`config.mk`:
```
export PLATFORM = sky130hd
export DESIGN_NAME = gpio_ctrl
export DESIGN_NICKNAME = d
export VERILOG_FILES = /design/src/rtl/gpio_ctrl.sv
export SDC_FILE = /design/constraint.sdc
export NUM_CORES = 1
export LEC_CHECK = 0
export ABC_AREA = 1
export BUFFER_PORTS_ARGS = -buffer_cell sky130_fd_sc_hd__buf_2
export CAP_MARGIN = 15
export CORE_MARGIN = 5
export CORE_UTILIZATION = 47
export CTS_BUF_LIST = sky130_fd_sc_hd__clkbuf_4 sky130_fd_sc_hd__clkbuf_8
export CTS_CLUSTER_SIZE = 14
export DETAILED_ROUTE_END_ITERATION = 6
export PLACE_DENSITY = 0.86
export SYNTH_ARGS = -nofsm -noshare
export SYNTH_HDL_FRONTEND = slang
export SYNTH_SLANG_ARGS = --single-unit
```
`constraint.sdc`:
```
create_clock -name gpio_clk -period 1 [get_ports gpio_clk]
set_input_delay 0.2 -clock gpio_clk [delete_from_list [all_inputs] [get_ports gpio_clk]]
set_output_delay 0.2 -clock gpio_clk [all_outputs]
set_load 0.01 [all_outputs]
```
`src/rtl/gpio_ctrl.sv`:
```
// gpio_ctrl -- memory-mapped GPIO controller.
//
// Per-pin direction control, output data register, SYNC_STAGES-deep input
// synchroniser and, when the GPIO_IRQ_EN macro is defined, per-pin
// edge-triggered interrupt flags with write-1-to-clear. Without GPIO_IRQ_EN,
// offsets 3-5 read 0, their writes are ignored and gpio_irq is tied 0.
//
// Register map (gpio_addr, word offset):
//   0 DATA_IN    RO   last synchroniser stage
//   1 DATA_OUT   RW   drives gpio_pins_out
//   2 DIR        RW   drives gpio_pins_oe (1 = output)
//   3 IRQ_MASK   RW   1 = pin may raise gpio_irq
//   4 EDGE_SEL   RW   1 = rising edge, 0 = falling edge
//   5 IRQ_STATUS W1C  write 1 clears a bit
//   6,7               read 0, writes ignored
//
// Ports:
//   gpio_clk       in   clock, rising edge
//   gpio_rst       in   synchronous active-high reset
//   gpio_we        in   register write strobe
//   gpio_addr      in   [2:0] register select
//   gpio_wdata     in   [WIDTH-1:0] write data
//   gpio_rdata     out  [WIDTH-1:0] read data, combinational from gpio_addr
//   gpio_pins_in   in   [WIDTH-1:0] asynchronous pad inputs
//   gpio_pins_out  out  [WIDTH-1:0] pad output data
//   gpio_pins_oe   out  [WIDTH-1:0] pad output enable
//   gpio_irq       out  level interrupt, OR of (IRQ_STATUS & IRQ_MASK)

module gpio_ctrl #(
    parameter int WIDTH       = 8,
    parameter int SYNC_STAGES = 2
) (
    input  logic             gpio_clk,
    input  logic             gpio_rst,
    input  logic             gpio_we,
    input  logic [2:0]       gpio_addr,
    input  logic [WIDTH-1:0] gpio_wdata,
    output logic [WIDTH-1:0] gpio_rdata,
    input  logic [WIDTH-1:0] gpio_pins_in,
    output logic [WIDTH-1:0] gpio_pins_out,
    output logic [WIDTH-1:0] gpio_pins_oe,
    output logic             gpio_irq
);

    localparam logic [2:0] ADDR_DATA_IN  = 3'd0;
    localparam logic [2:0] ADDR_DATA_OUT = 3'd1;
    localparam logic [2:0] ADDR_DIR      = 3'd2;
`ifdef GPIO_IRQ_EN
    localparam logic [2:0] ADDR_MASK     = 3'd3;
    localparam logic [2:0] ADDR_EDGE     = 3'd4;
    localparam logic [2:0] ADDR_STATUS   = 3'd5;
`endif

    logic [SYNC_STAGES-1:0][WIDTH-1:0] r_sync;
    logic [WIDTH-1:0]                  r_data_out;
    logic [WIDTH-1:0]                  r_dir;
    logic [WIDTH-1:0]                  w_data_in;

    assign w_data_in = r_sync[SYNC_STAGES-1];

    // Every pin is synchronised, including pins driven as outputs, so
    // DATA_IN always returns the level actually seen on the pad.
    always_ff @(posedge gpio_clk) begin
        if (gpio_rst) begin
            r_sync <= '0;
        end else begin
            r_sync[0] <= gpio_pins_in;
            for (int i = 1; i < SYNC_STAGES; i++) begin
                r_sync[i] <= r_sync[i-1];
            end
        end
    end

    always_ff @(posedge gpio_clk) begin
        if (gpio_rst) begin
            r_data_out <= '0;
            r_dir      <= '0;
        end else if (gpio_we) begin
            if (gpio_addr == ADDR_DATA_OUT) r_data_out <= gpio_wdata;
            if (gpio_addr == ADDR_DIR)      r_dir      <= gpio_wdata;
        end
    end

    assign gpio_pins_out = r_data_out;
    assign gpio_pins_oe  = r_dir;

`ifdef GPIO_IRQ_EN
    logic [WIDTH-1:0] r_prev;
    logic [WIDTH-1:0] r_mask;
    logic [WIDTH-1:0] r_edge;
    logic [WIDTH-1:0] r_status;
    logic [WIDTH-1:0] w_event;
    logic [WIDTH-1:0] w_clr;

    // prev resets to 0, so a pin already high at reset release reports a
    // rising event once the synchroniser fills.
    assign w_event = ( r_edge &  w_data_in & ~r_prev)
                   | (~r_edge & ~w_data_in &  r_prev);

    assign w_clr = (gpio_we && gpio_addr == ADDR_STATUS) ? gpio_wdata : '0;

    always_ff @(posedge gpio_clk) begin
        if (gpio_rst) begin
            r_prev   <= '0;
            r_mask   <= '0;
            r_edge   <= '0;
            r_status <= '0;
        end else begin
            r_prev <= w_data_in;
            if (gpio_we && gpio_addr == ADDR_MASK) r_mask <= gpio_wdata;
            if (gpio_we && gpio_addr == ADDR_EDGE) r_edge <= gpio_wdata;
            // OR-ing the event after the clear lets a new event win over a
            // simultaneous W1C on the same bit.
            r_status <= (r_status & ~w_clr) | w_event;
        end
    end

    assign gpio_irq = |(r_status & r_mask);
`else
    assign gpio_irq = 1'b0;
`endif

    always_comb begin
        gpio_rdata = '0;
        case (gpio_addr)
            ADDR_DATA_IN:  gpio_rdata = w_data_in;
            ADDR_DATA_OUT: gpio_rdata = r_data_out;
            ADDR_DIR:      gpio_rdata = r_dir;
`ifdef GPIO_IRQ_EN
            ADDR_MASK:     gpio_rdata = r_mask;
            ADDR_EDGE:     gpio_rdata = r_edge;
            ADDR_STATUS:   gpio_rdata = r_status;
`endif
            default:       gpio_rdata = '0;
        endcase
    end

endmodule

```
==> impl_metrics.csv, run 1 <==
group,metric,value,unit
sta,skew,0.660,ps
cts,cts.sink_count,32,
route,routedWlPerCell,11.6,um
critical_path,cp_data_arrival_time,970,ps
pwr,p_leak,1.29,nW
outcome,violations,"negative setup slack",
yosys,ys_types,15,
cts,insertion_delay,330,ps
critical_path,endpoint_kind,"output pin",
cells_and_area,nFillCells,214,
global_routing,antenna_found_initial,0,
critical_path,path_delay_family,"flip-flops",
critical_path,crit_path_top_delay_cell,"dfxtp_2",
route,drtIter0Drc,52,
cells_and_area,fin_util,78.9,%
route,drc,0,
floorplan,die-area,4370,um2
sta,setup_violations,24,
critical_path,critPathKind,"reg -> out",
cts,cts_buffers,5,
yosys,syn_area,1480,um2
critical_path,cp_cell_sequence,"nand2_2, nand3_2, buf_6",
yosys,synth-warning-count,0,
floorplan,core,3030,um2
floorplan,rows,20,
pwr,peakVddDrop,0.00114,V
cts,clk_path_buf_depth,2,
critical_path,cp_num_buf_inv,1,
cells_and_area,multi_input_area,644,um2
sta,hold_ws,62.5,ps
route,route.antenna.remaining_nets,0,
floorplan,die_height,66.1,um
place,portBuffers,45,
global_routing,grt_overflow,0,
sta,rsz0062_at_grt,"true",
cts,cts_tree,"done",
cells_and_area,antenna_cells,0,
run,maxCapViolCount,0,
place,place_hpwl,2.44,mm
cts,cts_root_buffer,"clkbuf_4",
place,place_congestion,0.799,
sta,setup_ws,-173,ps
cells_and_area,area_delta_synth_final,61.3,%
critical_path,crit_path_max_fanout,3,
sta,hold_violations,0,
place,post-place-ws,-176,ps
outcome,status,"complete, but fails checks",
sta,slew_violations,0,
floorplan,start_util,48.9,%
cts,clkTransAtPathRegs,100,ps
yosys,ys_seq_area_share,43.2,%
global_routing,grt_max_degree,19,
floorplan,io_pins,47,
cells_and_area,regArea,664,um2
route,detail_route.first_pass.iterations,4,
route,vias,1525,
yosys,synthCells,219,
sta,fin_crit_sh,117,%
global_routing,first_global_vias,1397,
sta,post-route-min-period,1170,ps
cells_and_area,mostFrequentLayoutCell,"inv_1",
cells_and_area,drive_above_1_share,45.0,%
global_routing,grtUsageTotal,18.3,%
yosys,syn-num-nets,241,
pwr,power_density,1180,nW/um2
route,viasPerCell,4.43,
cts,cts.hold.buffers_added,0,
cts,ctsHtreeMaxLevel,2,
critical_path,slowest_delay,350,ps
global_routing,grt_pass1_wl,6.00,mm
critical_path,critPathLaunchType,"register",
yosys,synth_area_per_cell,6.76,um2
route,routed_wl,4.00,mm
hold_path,hold_class,"in -> reg",
floorplan,die_width,66.1,um
yosys,ys_ff_latch,32,
sta,timing.fmax,852,MHz
cells_and_area,fin_nets,321,
critical_path,required,800,ps
cells_and_area,layout_common_cells,"inv_1 (57), nand2_1 (43), buf_6 (40), nor2_1 (32), buf_2 (21)",
routing by layer:
layer  global-route usage [%]  share of wire, %  wire length (um)
met5                        0                 0                 0
met4                     8.38              0.90                36
met3                     5.44               6.9               276
met2                     31.6                55              2190
met1                     20.4                37              1500
through the flow:
step,instance area [um2],TNS [ps],power [mW],cells
floorplan,1490,0,1.58,219
global placement,1840,-2890,1.72,315
detailed placement,1840,-3180,1.73,315
CTS,2240,-2210,2.79,335
global route,2390,-3500,2.95,344
finish,2390,-2530,2.82,344
path summary, 6_finish.rpt:
path / from / endpoint / slack, ps / depth (start not counted)
max: gpio_pins_out[1] / gpio_rdata[1] / -170 / 3
min: gpio_pins_in[2] / r_sync[2] / 60 / 3
max reg2reg: gpio_pins_oe[4] / gpio_pins_oe[4] / 160 / 6
min reg2reg: r_sync[2] / w_data_in[2] / 410 / 2
power breakdown:
group / internal, mW / switching [mW] / total, mW
logic: 0.244 / 0.235 / 0.479
clock network: 0.551 / 0.430 / 0.981
registers: 1.33 / 0.0306 / 1.36
total: 2.13 / 0.696 / 2.82
state kept, by name, indices dropped and copies added (netlist names):
| name | flops |
|---|---|
| w_data_in | 8 |
| r_sync | 8 |
| gpio_pins_oe | 8 |
| gpio_pins_out | 8 |
logic make-up (layout without fill, tap and decap cells):
| group | Yosys count | in the layout | synth area share [%] |
|---|---|---|---|
| AND/OR/NAND/NOR | 120 | 120 | 38.2 |
| other | 1 | 1 | 0.253 |
| buffers and inverters | 66 | 147 | 18.3 |
| flip-flops | 32 | 32 | 43.2 |
tightest hold or removal path: stages:
cell and delay, ps:
buf_2 70, inv_1 30, nor2_1 60
timing repair:
| item | 4_1_cts | 5_1_grt |
|---|---|---|
| pin swaps | 18 | 6 |
| resized for setup | 66 | 20 |
| endpoints found under the setup margin | 24 | 24 |
| setup buffers | 12 | 9 |
layout make-up:
| cell class | instances | area share (%) |
|---|---|---|
| well taps | 44 | 2.30 |
| repair buffers | 81 | 30.4 |
| flip-flops and latches | 32 | 27.8 |
| inverters | 58 | 9.21 |
| clock inverters | 2 | 1.47 |
| multi-input cells | 121 | 27.0 |
| clock buffers | 6 | 1.88 |
cells in the mapped netlist:
library cell,count,share of area (%)
buf_2,4,1.4
nor2_4,3,2.3
inv_1,58,15
buf_6,2,1.5
nand3_4,2,2.4
nand4_1,16,6.8
nand3_1,8,2.7
buf_4,1,0.51
nor2_1,32,8.1
dfxtp_1,32,43
nand2_2,1,0.42
conb_1,1,0.25
clkbuf_1,1,0.25
nor3_2,2,1.4
nand2_1,56,14
(Power assumes the default switching activity.)
==> run 2, diff against run 1 <==
CORE_UTILIZATION = 30   (was 47)
PLACE_DENSITY = 0.62   (was 0.86)
==> impl_metrics.csv, run 2 (synthesis gave the netlist of run 1 again) <==
group,metric,value,unit
outcome,status,"complete, but fails checks",
outcome,violations,"negative setup slack",
pwr,power_frac_clock,41.4,%
route,routedWlPerCell,11.0,um
sta,post-route-min-period,1160,ps
route,detail_route.first_pass.iterations,4,
critical_path,critPathLaunchType,"primary input",
sta,setup_violations,8,
cells_and_area,fin_cells,346,
place,place_hpwl,2.84,mm
critical_path,cp_data_arrival_time,960,ps
critical_path,r2r_cells,4,
route,routed_wl,3.80,mm
critical_path,endpoint_kind,"output pin",
global_routing,grtUsageTotal,12.4,%
global_routing,grt_use_met2,21.4,%
cts,cts.hold.buffers_added,0,
cells_and_area,fin_util,46.9,%
floorplan,start_util,31.2,%
critical_path,rr_endpoint,"gpio_pins_out[5]",
pwr,power_density,1350,nW/um2
hold_path,hold_end,"r_sync[1]",
critical_path,r2r-start,"gpio_pins_out[5]",
run,maxCapViolCount,0,
critical_path,slowest_delay,270,ps
global_routing,grt_overflow,0,
critical_path,cp_num_buf_inv,3,
place,place_congestion,0.823,
route,route.antenna.remaining_nets,0,
place,portBuffers,45,
floorplan,rows,25,
critical_path,critPathKind,"in -> out",
sta,setup_ws,-164,ps
cts,insertion_delay,290,ps
cts,cts_root_buffer,"clkbuf_8",
critical_path,r2r_slack,350,ps
cells_and_area,nFillCells,514,
critical_path,path_delay_family,"buffers and inverters",
cts,clk_path_buf_depth,2,
global_routing,grt-busiest-layer,"met2",
global_routing,antenna_found_initial,0,
route,drc,0,
place,dp_cells,337,
pwr,p_comb_share,13.5,%
cells_and_area,area_delta_synth_final,50.6,%
floorplan,io_pins,47,
pwr,p_switching,0.763,mW
route,vias,1416,
pwr,pwr-share-seq,45.1,%
route,drtIter0Drc,44,
cells_and_area,drive_above_1_share,41.6,%
floorplan,die_width,80.3,um
hold_path,min_from,"gpio_pins_in[1]",
sta,setup-tns-final,-1270,ps
sta,hold_violations,0,
pwr,p_sw_share,25.3,%
critical_path,crit_path_top_delay_cell,"nor3_4",
pwr,peakVddDrop,0.000819,V
critical_path,cp_common_cell,"buf_6",
cells_and_area,fin_nets,300,
global_routing,first_global_vias,1356,
floorplan,die_height,80.3,um
sta,slew_violations,0,
floorplan,core,4750,um2
cts,cts_tree,"done",
cts,cts.sink_count,32,
floorplan,die-area,6440,um2
cts,ctsHtreeMaxLevel,2,
route,viasPerCell,4.09,
cells_and_area,mostFrequentLayoutCell,"inv_1",
cells_and_area,antenna_cells,0,
hold_path,hold_class,"in -> reg",
global_routing,grt_max_degree,17,
sta,rsz0062_at_grt,"true",
critical_path,crit_path_max_fanout,4,
global_routing,met3_usage,4.82,%
cts,clkTransAtPathRegs,70,ps
sta,timing.fmax,859,MHz
global_routing,use_met1,13.5,%
cells_and_area,layout_common_cells,"inv_1 (57), nand2_1 (41), nor2_1 (32), buf_2 (29)",
sta,fin_crit_sh,116,%
critical_path,required,800,ps
pwr,p_int,2.25,mW
sta,skew,0.330,ps
sta,hold_ws,107,ps
hold_path,hold_depth,3,
global_routing,grt_pass1_wl,6.10,mm
critical_path,cp_cell_sequence,"buf_8, nor3_4, buf_6, nand2_2, nand3_2, buf_6",
cts,cts_buffers,5,
pwr,p_leak,1.23,nW
==> run 2: changes by cell type in the layout (fill, tap and decap cells not counted), moves of 5 or more <==
cell | before | now
clkbuf_8 | 0 | 5
dfxtp_2 | 19 | 14
buf_2 | 21 | 29
buf_4 | 18 | 12
clkbuf_4 | 6 | 0
buf_6 | 40 | 16
==> run 2: worst register-to-register path, stage by stage, from the launching register on <==
cell and delay (ps):
dfxtp_4 370, inv_1 40, nand2_1 60, inv_1 40, nor2_1 80
==> run 2: cell type report <==
type / count / area, um2 / area share [%]
flip-flops and latches: 32 / 666 / 29.8
well taps: 67 / 83.8 / 3.76
clock inverters: 3 / 42.5 / 1.91
repair buffers: 60 / 470 / 21.1
multi-input cells: 121 / 679 / 30.5
clock buffers: 5 / 68.8 / 3.08
inverters: 58 / 220 / 9.87
==> run 2: worst max-delay path by stage <==
stage | cells after the start | from | to
floorplan | 4 | gpio_addr[0] | gpio_rdata[0]
global placement | 6 | gpio_addr[1] | gpio_rdata[6]
detailed placement | 6 | gpio_addr[1] | gpio_rdata[6]
CTS | 6 | gpio_addr[1] | gpio_rdata[2]
global route | 7 | gpio_addr[0] | gpio_rdata[0]
finish | 6 | gpio_addr[0] | gpio_rdata[0]
==> run 2: power by group through the flow <==
stage / clock, mW / sequential, mW / combinational [mW]
final: 1.25 / 1.36 / 0.406
after global routing: 1.33 / 1.37 / 0.455
after floorplan: 0 / 1.39 / 0.192
after CTS: 1.29 / 1.36 / 0.392
after global placement: 0 / 1.38 / 0.348
after detailed placement: 0 / 1.38 / 0.354
==> run 2: through the flow <==
stage	cell area, um2	setup WS [ps]	power (mW)
after detailed placement	1860	-219	1.74
after floorplan	1490	18.7	1.58
after CTS	2130	-173	3.04
after global placement	1860	-218	1.73
final	2230	-164	3.02
after global routing	2230	-221	3.15
==> run 2: layer usage <==
layer  up-vias  share of wire (%)
li1        756                  -
met1       617                 41
met2        35                 49
met3         8                7.1
met4         0                2.3
met5         -                  0
==> run 2: repair_timing <==
item                                   in CTS  in global routing
setup endpoints to repair                  21                 15
resized for setup                          49                 23
pin swaps                                   7                  4
buffers inserted                            1                  0
endpoints found under the hold margin       0                  0
